### src/rtl/catc_pkg.sv
// ---------------------------------------------------------------------------
// catc_pkg
// Shared types and constants for the CATC memory-stall bridge:
//   catc_stall_state_t   : access sequencer states
//   STALL_BITS           : width of the saturating stall-cycle counter
//   TIMEOUT_DATA_DEFAULT : read value returned when the host never answers
//   sat_inc              : saturating increment for the stall counter
// ---------------------------------------------------------------------------
package catc_pkg;

    typedef enum logic [1:0] {
        IDLE  = 2'd0,
        ISSUE = 2'd1,
        WAIT  = 2'd2,
        DONE  = 2'd3
    } catc_stall_state_t;

    localparam int STALL_BITS = 16;

    localparam logic [7:0] TIMEOUT_DATA_DEFAULT = 8'hFF;

    // Increment that sticks at all-ones instead of wrapping to zero.
    function automatic logic [STALL_BITS-1:0] sat_inc(input logic [STALL_BITS-1:0] value);
        logic [STALL_BITS-1:0] result;
        if (value == {STALL_BITS{1'b1}}) begin
            result = value;
        end else begin
            result = value + STALL_BITS'(1);
        end
        return result;
    endfunction

endpackage

### src/rtl/catc_stall_timer.sv
// ---------------------------------------------------------------------------
// catc_stall_timer
// Latency timer for one outstanding host access.
//   Clk     in  : core clock
//   Reset   in  : asynchronous active-low reset
//   clear   in  : restart from zero (new access captured)
//   enable  in  : access is in flight, count this cycle
//   expire  out : registered, high during the MaxLatency-th enabled cycle
// The terminal count is registered one cycle early so that expire is a flop
// output yet still lines up with the MaxLatency-th cycle of the access.
// ---------------------------------------------------------------------------
module catc_stall_timer #(
    parameter int MaxLatency = 1024
) (
    input  logic Clk,
    input  logic Reset,
    input  logic clear,
    input  logic enable,
    output logic expire
);

    localparam int CntBits = $clog2(MaxLatency + 1);
    localparam logic [CntBits-1:0] PRE_TC  = CntBits'(MaxLatency - 2);
    localparam logic [CntBits-1:0] MAX_CNT = CntBits'(MaxLatency);

    logic [CntBits-1:0] count_r;

    // Count enabled cycles and flag the cycle on which the limit is reached.
    always_ff @(posedge Clk or negedge Reset) begin
        if (!Reset) begin
            count_r <= {CntBits{1'b0}};
            expire  <= 1'b0;
        end else if (clear) begin
            count_r <= {CntBits{1'b0}};
            expire  <= 1'b0;
        end else if (enable) begin
            if (count_r != MAX_CNT) begin
                count_r <= count_r + CntBits'(1);
            end else begin
                count_r <= count_r;
            end
            expire <= (count_r == PRE_TC);
        end else begin
            count_r <= count_r;
            expire  <= 1'b0;
        end
    end

endmodule

### src/rtl/catc_mem_stall.sv
// ---------------------------------------------------------------------------
// catc_mem_stall
// Bridges core memory requests (issued on CATC core ticks) to a
// variable-latency valid/ready host memory port, holding Delay high while the
// access is outstanding so the core freezes until the result is available.
//   Clk, Reset           : core clock, asynchronous active-low reset
//   CoreCe               : core tick enable (never high two cycles in a row)
//   CoreReq/We/Addr/WData: core access request, sampled on a tick in IDLE
//   CoreRData            : read data, held until the next completed read
//   MemValid/Ready/We/Addr/WData : host request channel
//   MemRValid/RData      : host read response channel
//   Delay                : to CATC, high while the core must not tick
//   Timeout              : sticky flag, set by any latency timeout
//   StallCycles          : saturating count of cycles with Delay high
// ---------------------------------------------------------------------------
module catc_mem_stall
    import catc_pkg::*;
#(
    parameter int                  AddrBits    = 24,
    parameter int                  DataBits    = 8,
    parameter int                  MaxLatency  = 1024,
    parameter logic [DataBits-1:0] TimeoutData = DataBits'(TIMEOUT_DATA_DEFAULT)
) (
    input  logic                  Clk,
    input  logic                  Reset,
    input  logic                  CoreCe,
    input  logic                  CoreReq,
    input  logic                  CoreWe,
    input  logic [AddrBits-1:0]   CoreAddr,
    input  logic [DataBits-1:0]   CoreWData,
    output logic [DataBits-1:0]   CoreRData,
    output logic                  MemValid,
    input  logic                  MemReady,
    output logic                  MemWe,
    output logic [AddrBits-1:0]   MemAddr,
    output logic [DataBits-1:0]   MemWData,
    input  logic                  MemRValid,
    input  logic [DataBits-1:0]   MemRData,
    output logic                  Delay,
    output logic                  Timeout,
    output logic [STALL_BITS-1:0] StallCycles
);

    catc_stall_state_t state_r;
    logic              drain_r;
    logic              capture_s;
    logic              in_flight_s;
    logic              rvalid_ok_s;
    logic              expire_s;

    // A tick with a request is only honoured while idle.
    assign capture_s   = (state_r == IDLE) && CoreCe && CoreReq;
    assign in_flight_s = (state_r == ISSUE) || (state_r == WAIT);
    // While draining, the next response belongs to an abandoned read.
    assign rvalid_ok_s = MemRValid && !drain_r;

    catc_stall_timer #(
        .MaxLatency (MaxLatency)
    ) u_timer (
        .Clk    (Clk),
        .Reset  (Reset),
        .clear  (capture_s),
        .enable (in_flight_s),
        .expire (expire_s)
    );

    // Access sequencer: capture, host handshake, response/timeout, release.
    always_ff @(posedge Clk or negedge Reset) begin
        if (!Reset) begin
            state_r   <= IDLE;
            MemValid  <= 1'b0;
            MemWe     <= 1'b0;
            MemAddr   <= {AddrBits{1'b0}};
            MemWData  <= {DataBits{1'b0}};
            Delay     <= 1'b0;
            Timeout   <= 1'b0;
            CoreRData <= TimeoutData;
            drain_r   <= 1'b0;
        end else begin
            // Swallow the stale response of a timed-out read in any state;
            // a drain set further down in the same cycle takes precedence.
            if (drain_r && MemRValid) begin
                drain_r <= 1'b0;
            end else begin
                drain_r <= drain_r;
            end

            case (state_r)
                IDLE: begin
                    if (capture_s) begin
                        MemWe    <= CoreWe;
                        MemAddr  <= CoreAddr;
                        MemWData <= CoreWData;
                        MemValid <= 1'b1;
                        Delay    <= 1'b1;
                        state_r  <= ISSUE;
                    end else begin
                        state_r <= IDLE;
                    end
                end

                ISSUE: begin
                    if (MemReady) begin
                        MemValid <= 1'b0;
                        if (MemWe) begin
                            state_r <= DONE;
                        end else if (rvalid_ok_s) begin
                            // Same-cycle response: data wins over a timeout.
                            CoreRData <= MemRData;
                            state_r   <= DONE;
                        end else if (expire_s) begin
                            // Accepted but unanswered: its response is still coming.
                            CoreRData <= TimeoutData;
                            Timeout   <= 1'b1;
                            drain_r   <= 1'b1;
                            state_r   <= DONE;
                        end else begin
                            state_r <= WAIT;
                        end
                    end else if (expire_s) begin
                        // Never accepted: withdraw, nothing to drain.
                        MemValid <= 1'b0;
                        Timeout  <= 1'b1;
                        if (!MemWe) begin
                            CoreRData <= TimeoutData;
                        end else begin
                            CoreRData <= CoreRData;
                        end
                        state_r <= DONE;
                    end else begin
                        state_r <= ISSUE;
                    end
                end

                WAIT: begin
                    if (rvalid_ok_s) begin
                        CoreRData <= MemRData;
                        state_r   <= DONE;
                    end else if (expire_s) begin
                        CoreRData <= TimeoutData;
                        Timeout   <= 1'b1;
                        drain_r   <= 1'b1;
                        state_r   <= DONE;
                    end else begin
                        state_r <= WAIT;
                    end
                end

                DONE: begin
                    Delay   <= 1'b0;
                    state_r <= IDLE;
                end

                default: begin
                    MemValid <= 1'b0;
                    Delay    <= 1'b0;
                    state_r  <= IDLE;
                end
            endcase
        end
    end

    // Saturating count of cycles the core spent frozen.
    always_ff @(posedge Clk or negedge Reset) begin
        if (!Reset) begin
            StallCycles <= {STALL_BITS{1'b0}};
        end else if (Delay) begin
            StallCycles <= sat_inc(StallCycles);
        end else begin
            StallCycles <= StallCycles;
        end
    end

endmodule

### config.mk
export PLATFORM = sky130hd
export DESIGN_NAME = catc_mem_stall
export DESIGN_NICKNAME = d
export VERILOG_FILES = /design/src/rtl/catc_pkg.sv /design/src/rtl/catc_stall_timer.sv /design/src/rtl/catc_mem_stall.sv
export SDC_FILE = /design/constraint.sdc
export NUM_CORES = 1
export LEC_CHECK = 0
export ABC_CLOCK_PERIOD_IN_PS = 4150
export CORE_UTILIZATION = 50
export CTS_CLUSTER_SIZE = 10
export DETAILED_ROUTE_END_ITERATION = 8
export PLACE_DENSITY_LB_ADDON = 0.25
export SLEW_MARGIN = 20
export SYNTH_ARGS = -nofsm -noshare
export SYNTH_HDL_FRONTEND = slang
export SYNTH_SLANG_ARGS = --single-unit
export TNS_END_PERCENT = 5
### constraint.sdc
create_clock -name Clk -period 4.15 [get_ports Clk]
set_input_delay 0.83 -clock Clk [delete_from_list [all_inputs] [get_ports Clk]]
set_output_delay 0.83 -clock Clk [all_outputs]
set_load 0.02 [all_outputs]
==> impl_metrics.py, run 1 <==
metrics = {
    "clock_tree": {
        "cts_tree": "yes",
        "h-tree-depth": 3,
        "root_buffer": "clkbuf_8",
        "clockBufferDepth": 2,
        "cts_num_sinks": 75,
        "cts_resized": 0,
        "clk_pin_slew_worst_paths_ns": 0.08,
        "numCtsBuffers": 9,
        "cts_hold_buf": 0,
        "cts_setup_buffers": 0,
        "clk_latency_ns": 0.35,
    },
    "floorplanning": {
        "start_util_pct": 52.3,
        "die_width_um": 84.0,
        "die_area_sq_mm": 0.00705,
        "core_sq_mm": 0.00642,
        "fp.dieH_um": 84.0,
        "io_pins": 107,
        "core.rowCount": 29,
    },
    "setup_path": {
        "r2r_slack_ns": 2.09,
        "endpoint_kind": "register",
        "cp_max_fo": 8,
        "slowest_stage": "nor3_1",
        "crit_end": "CoreRData[7]",
        "critPathMaxStageDelay_ns": 0.77,
        "worst-setup-path-type": "primary input to register",
        "cp.buffers_inverters": 1,
        "start_kind": "primary input",
        "r2r_end": "CoreRData[7]",
        "path_cells": "clkdlybuf4s50_1, nor2b_1, nor2_1, nor3_1, o22a_1",
        "reg2regPathDepth": 5,
        "cp_top_family": "simple AND/OR/NAND/NOR gates",
        "crit_required_ns": 4.44,
        "worstPathArrival_ns": 2.66,
        "cp_num_cells": 5,
        "crit_start": "MemRValid",
    },
    "min_path": {
        "whs_path_depth": 1,
        "hold_path_class": "register to register",
    },
    "place": {
        "dp_hpwl_um": 5350,
        "gp_congestion": 0.800,
        "io_buffers": 106,
        "dp_cells": 512,
    },
    "route": {
        "drt.antenna.violating_nets": 0,
        "via_per_inst": 5.28,
        "first_pass_iters": 8,
        "detail_route.iter0.violations": 145,
        "vias": 2790,
        "drcViolationCount": 14,
        "routed_wl_um": 7660,
        "wl_per_cell_um": 14.5,
    },
    "timing": {
        "fmax_mhz": 421,
        "skew_ns": 0.00696,
        "fin_crit_ns": 2.37,
        "max_slew_margin_pct": 35.8,
        "fin_crit_sh_pct": 57.2,
        "slew_viol_final": 0,
        "setup_viol": 0,
        "rsz0062_at_grt": "no",
        "worst_slew_pin_slew_ns": 0.955,
        "tns_ns": 0,
        "hold_violations": 0,
    },
    "logic_synthesis": {
        "synth_fp_nets": 392,
        "ys_seq_area_share_pct": 56.2,
        "netlist_area_sq_mm": 0.00336,
        "synth_ff_type": "dfrtp_1",
        "syn_avg_cell_area_sq_um": 9.99,
        "ys_types": 46,
        "async_reset_ff_share_pct": 100,
        "ys_warn_count": 0,
        "syn_inst": 336,
        "ys_ff_latch": 75,
        "synth-edff-count": 0,
    },
    "finish": {
        "final_nets": 502,
        "final_cells": 528,
        "final_cell_mix": "nand2_1, clkdlybuf4s50_1, dfrtp_1",
        "area_delta_synth_final_pct": 40.2,
        "diodes": 0,
        "final_common_cell": "nand2_1",
        "fillCellCount": 474,
        "drive_gt1_share_pct": 7.76,
        "multi_input_area_sq_mm": 0.00140,
        "regArea_sq_mm": 0.00189,
    },
    "power_and_ir_drop": {
        "leakagePower_uw": 0.00217,
        "powerDensity_mw_per_mm2": 692,
        "total_power_uw": 3260,
        "ir_drop_mv": 0.460,
    },
    "run": {
        "drv_cap": 0,
    },
    "global_routing": {
        "grt_max_degree": 76,
        "grt_use_total_pct": 23.9,
        "grt_pass1_vias": 2807,
        "grt_pass1_wl_um": 13200,
        "overflow": 0,
        "antenna_found_initial": 0,
    },
    "status": {
        "outcome": "complete, but fails checks",
        "violations": "design-rule violations",
    },
}
-- kinds of logic after synthesis --
| family | count (synthesis) | synth area share [%] |
|---|---|---|
| AOI/OAI and AO/OA | 37 | 8.31 |
| xor gates and xnor gates | 19 | 4.96 |
| adders and majority gates | 10 | 3.65 |
| buffers and inverters | 20 | 2.24 |
| DFF | 75 | 56.2 |
| muxes | 3 | 1.12 |
| and+or+nand+nor | 172 | 23.5 |
-- worst min-delay path by stage --
stage	from	end	slack (ns)
6_report	Timeout	Timeout	0.46
5_1_grt	MemAddr[10]	MemAddr[10]	0.50
4_1_cts	Timeout	Timeout	0.46
3_5_place_dp	Timeout	Timeout	0.45
3_3_place_gp	Timeout	Timeout	0.44
2_1_floorplan	u_timer.count_r[10]	u_timer.expire	0.44
-- registers in the layout, indices dropped and copies added, names as in the netlist, 8 cells and up, named ones only --
name             flops
MemAddr             24
StallCycles         16
u_timer.count_r     11
CoreRData            8
MemWData             8
-- layout make-up --
| class | count | share of cell area (%) |
|---|---|---|
| Clock buffer | 11 | 2.79 |
| Multi-Input combinational cell | 241 | 29.7 |
| Inverter | 10 | 0.797 |
| Tap cell | 77 | 2.05 |
| Timing Repair Buffer | 109 | 23.0 |
| Sequential cell | 75 | 40.1 |
| Clock inverter | 5 | 1.67 |
-- stage by stage --
stage | setup WS [ns] | utilization, % | hold slack [ns] | cell area, sq um
6_report | 1.78 | 73.3 | 0.460 | 4710
5_1_grt | 1.63 | 73.3 | 0.497 | 4710
4_1_cts | 1.75 | 73.3 | 0.463 | 4710
3_5_place_dp | 1.39 | 70.0 | 0.446 | 4500
3_3_place_gp | 1.42 | 70.0 | 0.441 | 4500
2_1_floorplan | 2.29 | - | 0.443 | 3360
-- worst register-to-register path, cell delays in order (launching register included) --
cell and delay [ns]:
dfrtp_1 0.40, inv_1 0.12, ha_1 0.33, nor2_1 0.11, nor3_1 0.79, o22a_1 0.24
-- cell usage after synthesis, types with 2 or more instances --
cell type	number	area share [%]
a21o_1	2	0.45
a21oi_1	4	0.60
a31oi_1	4	0.75
and2_1	2	0.37
and3_1	3	0.56
clkbuf_1	9	1.0
dfrtp_1	67	50
dfstp_2	8	6.3
ha_1	9	3.4
inv_1	10	1.1
nand2_1	112	13
nand3_1	7	1.0
nand4_1	6	1.1
nand4_4	2	1.3
nor2_1	16	1.8
nor2b_1	3	0.56
nor3_1	8	1.2
nor4_1	5	0.93
o21a_1	2	0.45
o21ai_0	6	0.89
o22a_1	8	2.1
or3_1	2	0.37
xnor2_1	7	1.8
xor2_1	12	3.1
-- metal layers --
metal  share of wire, %  vias to the layer above  GRT usage (%)
li1                   -                     1347              -
met1                 43                     1350           31.2
met2                 50                       81           38.5
met3                5.3                       12           6.13
met4                1.5                        0           8.62
met5                  0                        -              0
-- report_power, final --
part           switching [uW]  internal (uW)  total [uW]
Combinational             770            669        1440
Clock                     264            338         602
Sequential                208           1010        1220
Total                    1240           2020        3260
Note: power is estimated with default switching activity, not from simulation.
==> inputs of run 2 (changes only) <==
--- a/config.mk
+++ b/config.mk
@@ -5,8 +5,8 @@
 export SDC_FILE = /design/constraint.sdc
 export NUM_CORES = 1
 export LEC_CHECK = 0
-export ABC_CLOCK_PERIOD_IN_PS = 4150
-export CORE_UTILIZATION = 50
+export ABC_CLOCK_PERIOD_IN_PS = 2350
+export CORE_UTILIZATION = 46
 export CTS_CLUSTER_SIZE = 10
 export DETAILED_ROUTE_END_ITERATION = 8
 export PLACE_DENSITY_LB_ADDON = 0.25
==> constraint.sdc (replaced) <==
create_clock -name Clk -period 2.35 [get_ports Clk]
set_input_delay 0.47 -clock Clk [delete_from_list [all_inputs] [get_ports Clk]]
set_output_delay 0.47 -clock Clk [all_outputs]
set_load 0.02 [all_outputs]
==> run 2 against run 1 <==
Compared with the run above: the run now ends clean; critical path depth fell by 4; design area rose by 1.5%; routed wire length fell by 0.16%; sequential share of layout area fell by 0.58 points; clock-buffer cell count fell by 1; core utilization fell by 4.1 points; final cell count rose by 4.0%; clock power rose by 81%.
==> impl_metrics.py, run 2 (synthesized netlist as in run 1, its figures left out) <==
metrics = {
    "setup_path": {
        "critPathMaxStageDelay_ns": 0.66,
        "endpoint_kind": "output port",
        "worstPathArrival_ns": 1.51,
        "start_kind": "register",
        "cp.buffers_inverters": 1,
        "cp_top_family": "buffers and inverters",
        "worst-setup-path-type": "register to output port",
        "cp_max_fo": 6,
        "slowest_stage": "clkdlybuf4s50_1",
        "crit_required_ns": 1.88,
        "path_cells": "clkdlybuf4s50_1",
    },
    "global_routing": {
        "grt_pass1_wl_um": 12600,
        "grt_max_degree": 48,
        "antenna_found_initial": 0,
        "overflow": 0,
        "grt_pass1_vias": 2797,
        "grt_use_total_pct": 21.6,
    },
    "timing": {
        "hold_violations": 0,
        "max_slew_margin_pct": 60.8,
        "hold-worst-slack_ns": 0.0549,
        "setup_viol": 0,
        "slew_viol_final": 0,
        "setup_ws_ns": 0.369,
        "fmax_mhz": 505,
        "tns_ns": 0,
        "fin_crit_ns": 1.98,
        "skew_ns": 0.0139,
        "rsz0062_at_grt": "no",
        "fin_crit_sh_pct": 84.3,
        "worst_slew_pin_slew_ns": 0.582,
    },
    "finish": {
        "regMostFlops": "MemAddr",
        "fin_area_sq_mm": 0.00478,
        "regArea_sq_mm": 0.00189,
        "final_cell_mix": "nand2_1, clkdlybuf4s50_1, dfrtp_1",
        "fillCellCount": 574,
        "final_nets": 504,
        "largest_registers": "MemAddr: 24 flops, StallCycles: 16 flops, u_timer.count_r: 11 flops",
        "final_cells": 549,
        "drive_gt1_share_pct": 8.17,
        "diodes": 0,
        "area_delta_synth_final_pct": 42.3,
        "final_common_cell": "nand2_1",
        "largest_register_ffs": 24,
        "multi_input_area_sq_mm": 0.00140,
    },
    "floorplanning": {
        "core.rowCount": 30,
        "fp.dieH_um": 87.4,
        "io_pins": 107,
        "core_sq_mm": 0.00691,
        "die_area_sq_mm": 0.00765,
        "start_util_pct": 48.6,
        "die_width_um": 87.4,
    },
    "clock_tree": {
        "root_buffer": "clkbuf_8",
        "cts_hold_buf": 0,
        "cts_setup_buffers": 0,
        "h-tree-depth": 3,
        "clk_latency_ns": 0.35,
        "numCtsBuffers": 9,
        "clockBufferDepth": 2,
        "clk_pin_slew_worst_paths_ns": 0.09,
        "cts_resized": 0,
        "cts_tree": "yes",
        "cts_num_sinks": 75,
    },
    "status": {
        "outcome": "completed",
    },
    "place": {
        "dp_hpwl_um": 5470,
        "gp_congestion": 0.818,
        "dp_slack_ns": 0.303,
        "dp_cells": 533,
        "dpl_cell_area_sq_mm": 0.00456,
        "io_buffers": 106,
    },
    "run": {
        "drv_cap": 0,
    },
    "route": {
        "via_per_inst": 5.07,
        "drcViolationCount": 0,
        "wl_per_cell_um": 13.9,
        "first_pass_iters": 4,
        "routed_wl_um": 7650,
        "vias": 2785,
        "detail_route.iter0.violations": 132,
        "drt.antenna.violating_nets": 0,
    },
    "power_and_ir_drop": {
        "ir_drop_mv": 0.768,
        "leakagePower_uw": 0.00218,
        "powerDensity_mw_per_mm2": 1220,
    },
    "min_path": {
        "hold_path_class": "primary input to asynchronous set/reset pin",
    },
}
run 2: metrics by stage:
stage | util (%) | total power, uW
final | 69.2 | 5810
after global routing | 69.2 | 6150
after CTS | 69.2 | 5850
after detailed placement | 66.1 | 4750
after global placement | 66.1 | 4670
after floorplan | - | 3490
run 2: metal layers:
metal	routed length (um)	share of wire (%)	track usage, %	up-vias
met5	0	0	0	-
met3	390	5.1	4.74	13
met2	3690	48	35.9	81
li1	-	-	-	1352
met4	125	1.6	8.94	0
met1	3440	45	27.2	1339
run 2: path summary, 6_finish.rpt:
check	from	to	slack [ns]	depth (start not counted)
hold / removal	Reset	MemAddr[14]	0.05	1
setup reg to reg	StallCycles[1]	StallCycles[1]	0.45	4
min in group Clk	Timeout	Timeout	0.46	1
max in group asynchronous	Reset	CoreRData[5]	1.69	2
hold reg to reg	Timeout	Timeout	0.46	1
setup / recovery	StallCycles[2]	StallCycles[2]	0.37	1
run 2: area by class of cell:
class | count | share of cell area (%)
clock buffer | 10 | 2.67
clock inverter | 6 | 1.86
sequential | 75 | 39.5
multi-input combinational | 241 | 29.2
inverter | 10 | 0.786
timing repair buffer | 111 | 23.5
tap | 96 | 2.51
run 2: worst register-to-register path: stages (launching register included):
cell	delay [ns]
dfrtp_1	0.41
ha_1	0.29
nand4_4	0.18
o41ai_4	0.57
mux2_4	0.34
run 2: power breakdown:
group / total, uW / internal (uW) / switching [uW] / leakage [uW]
clock: 1090 / 600 / 488 / 0.000103
combinational: 2570 / 1210 / 1360 / 0.00114
sequential: 2150 / 1780 / 371 / 0.000937
total: 5810 / 3590 / 2220 / 0.00218
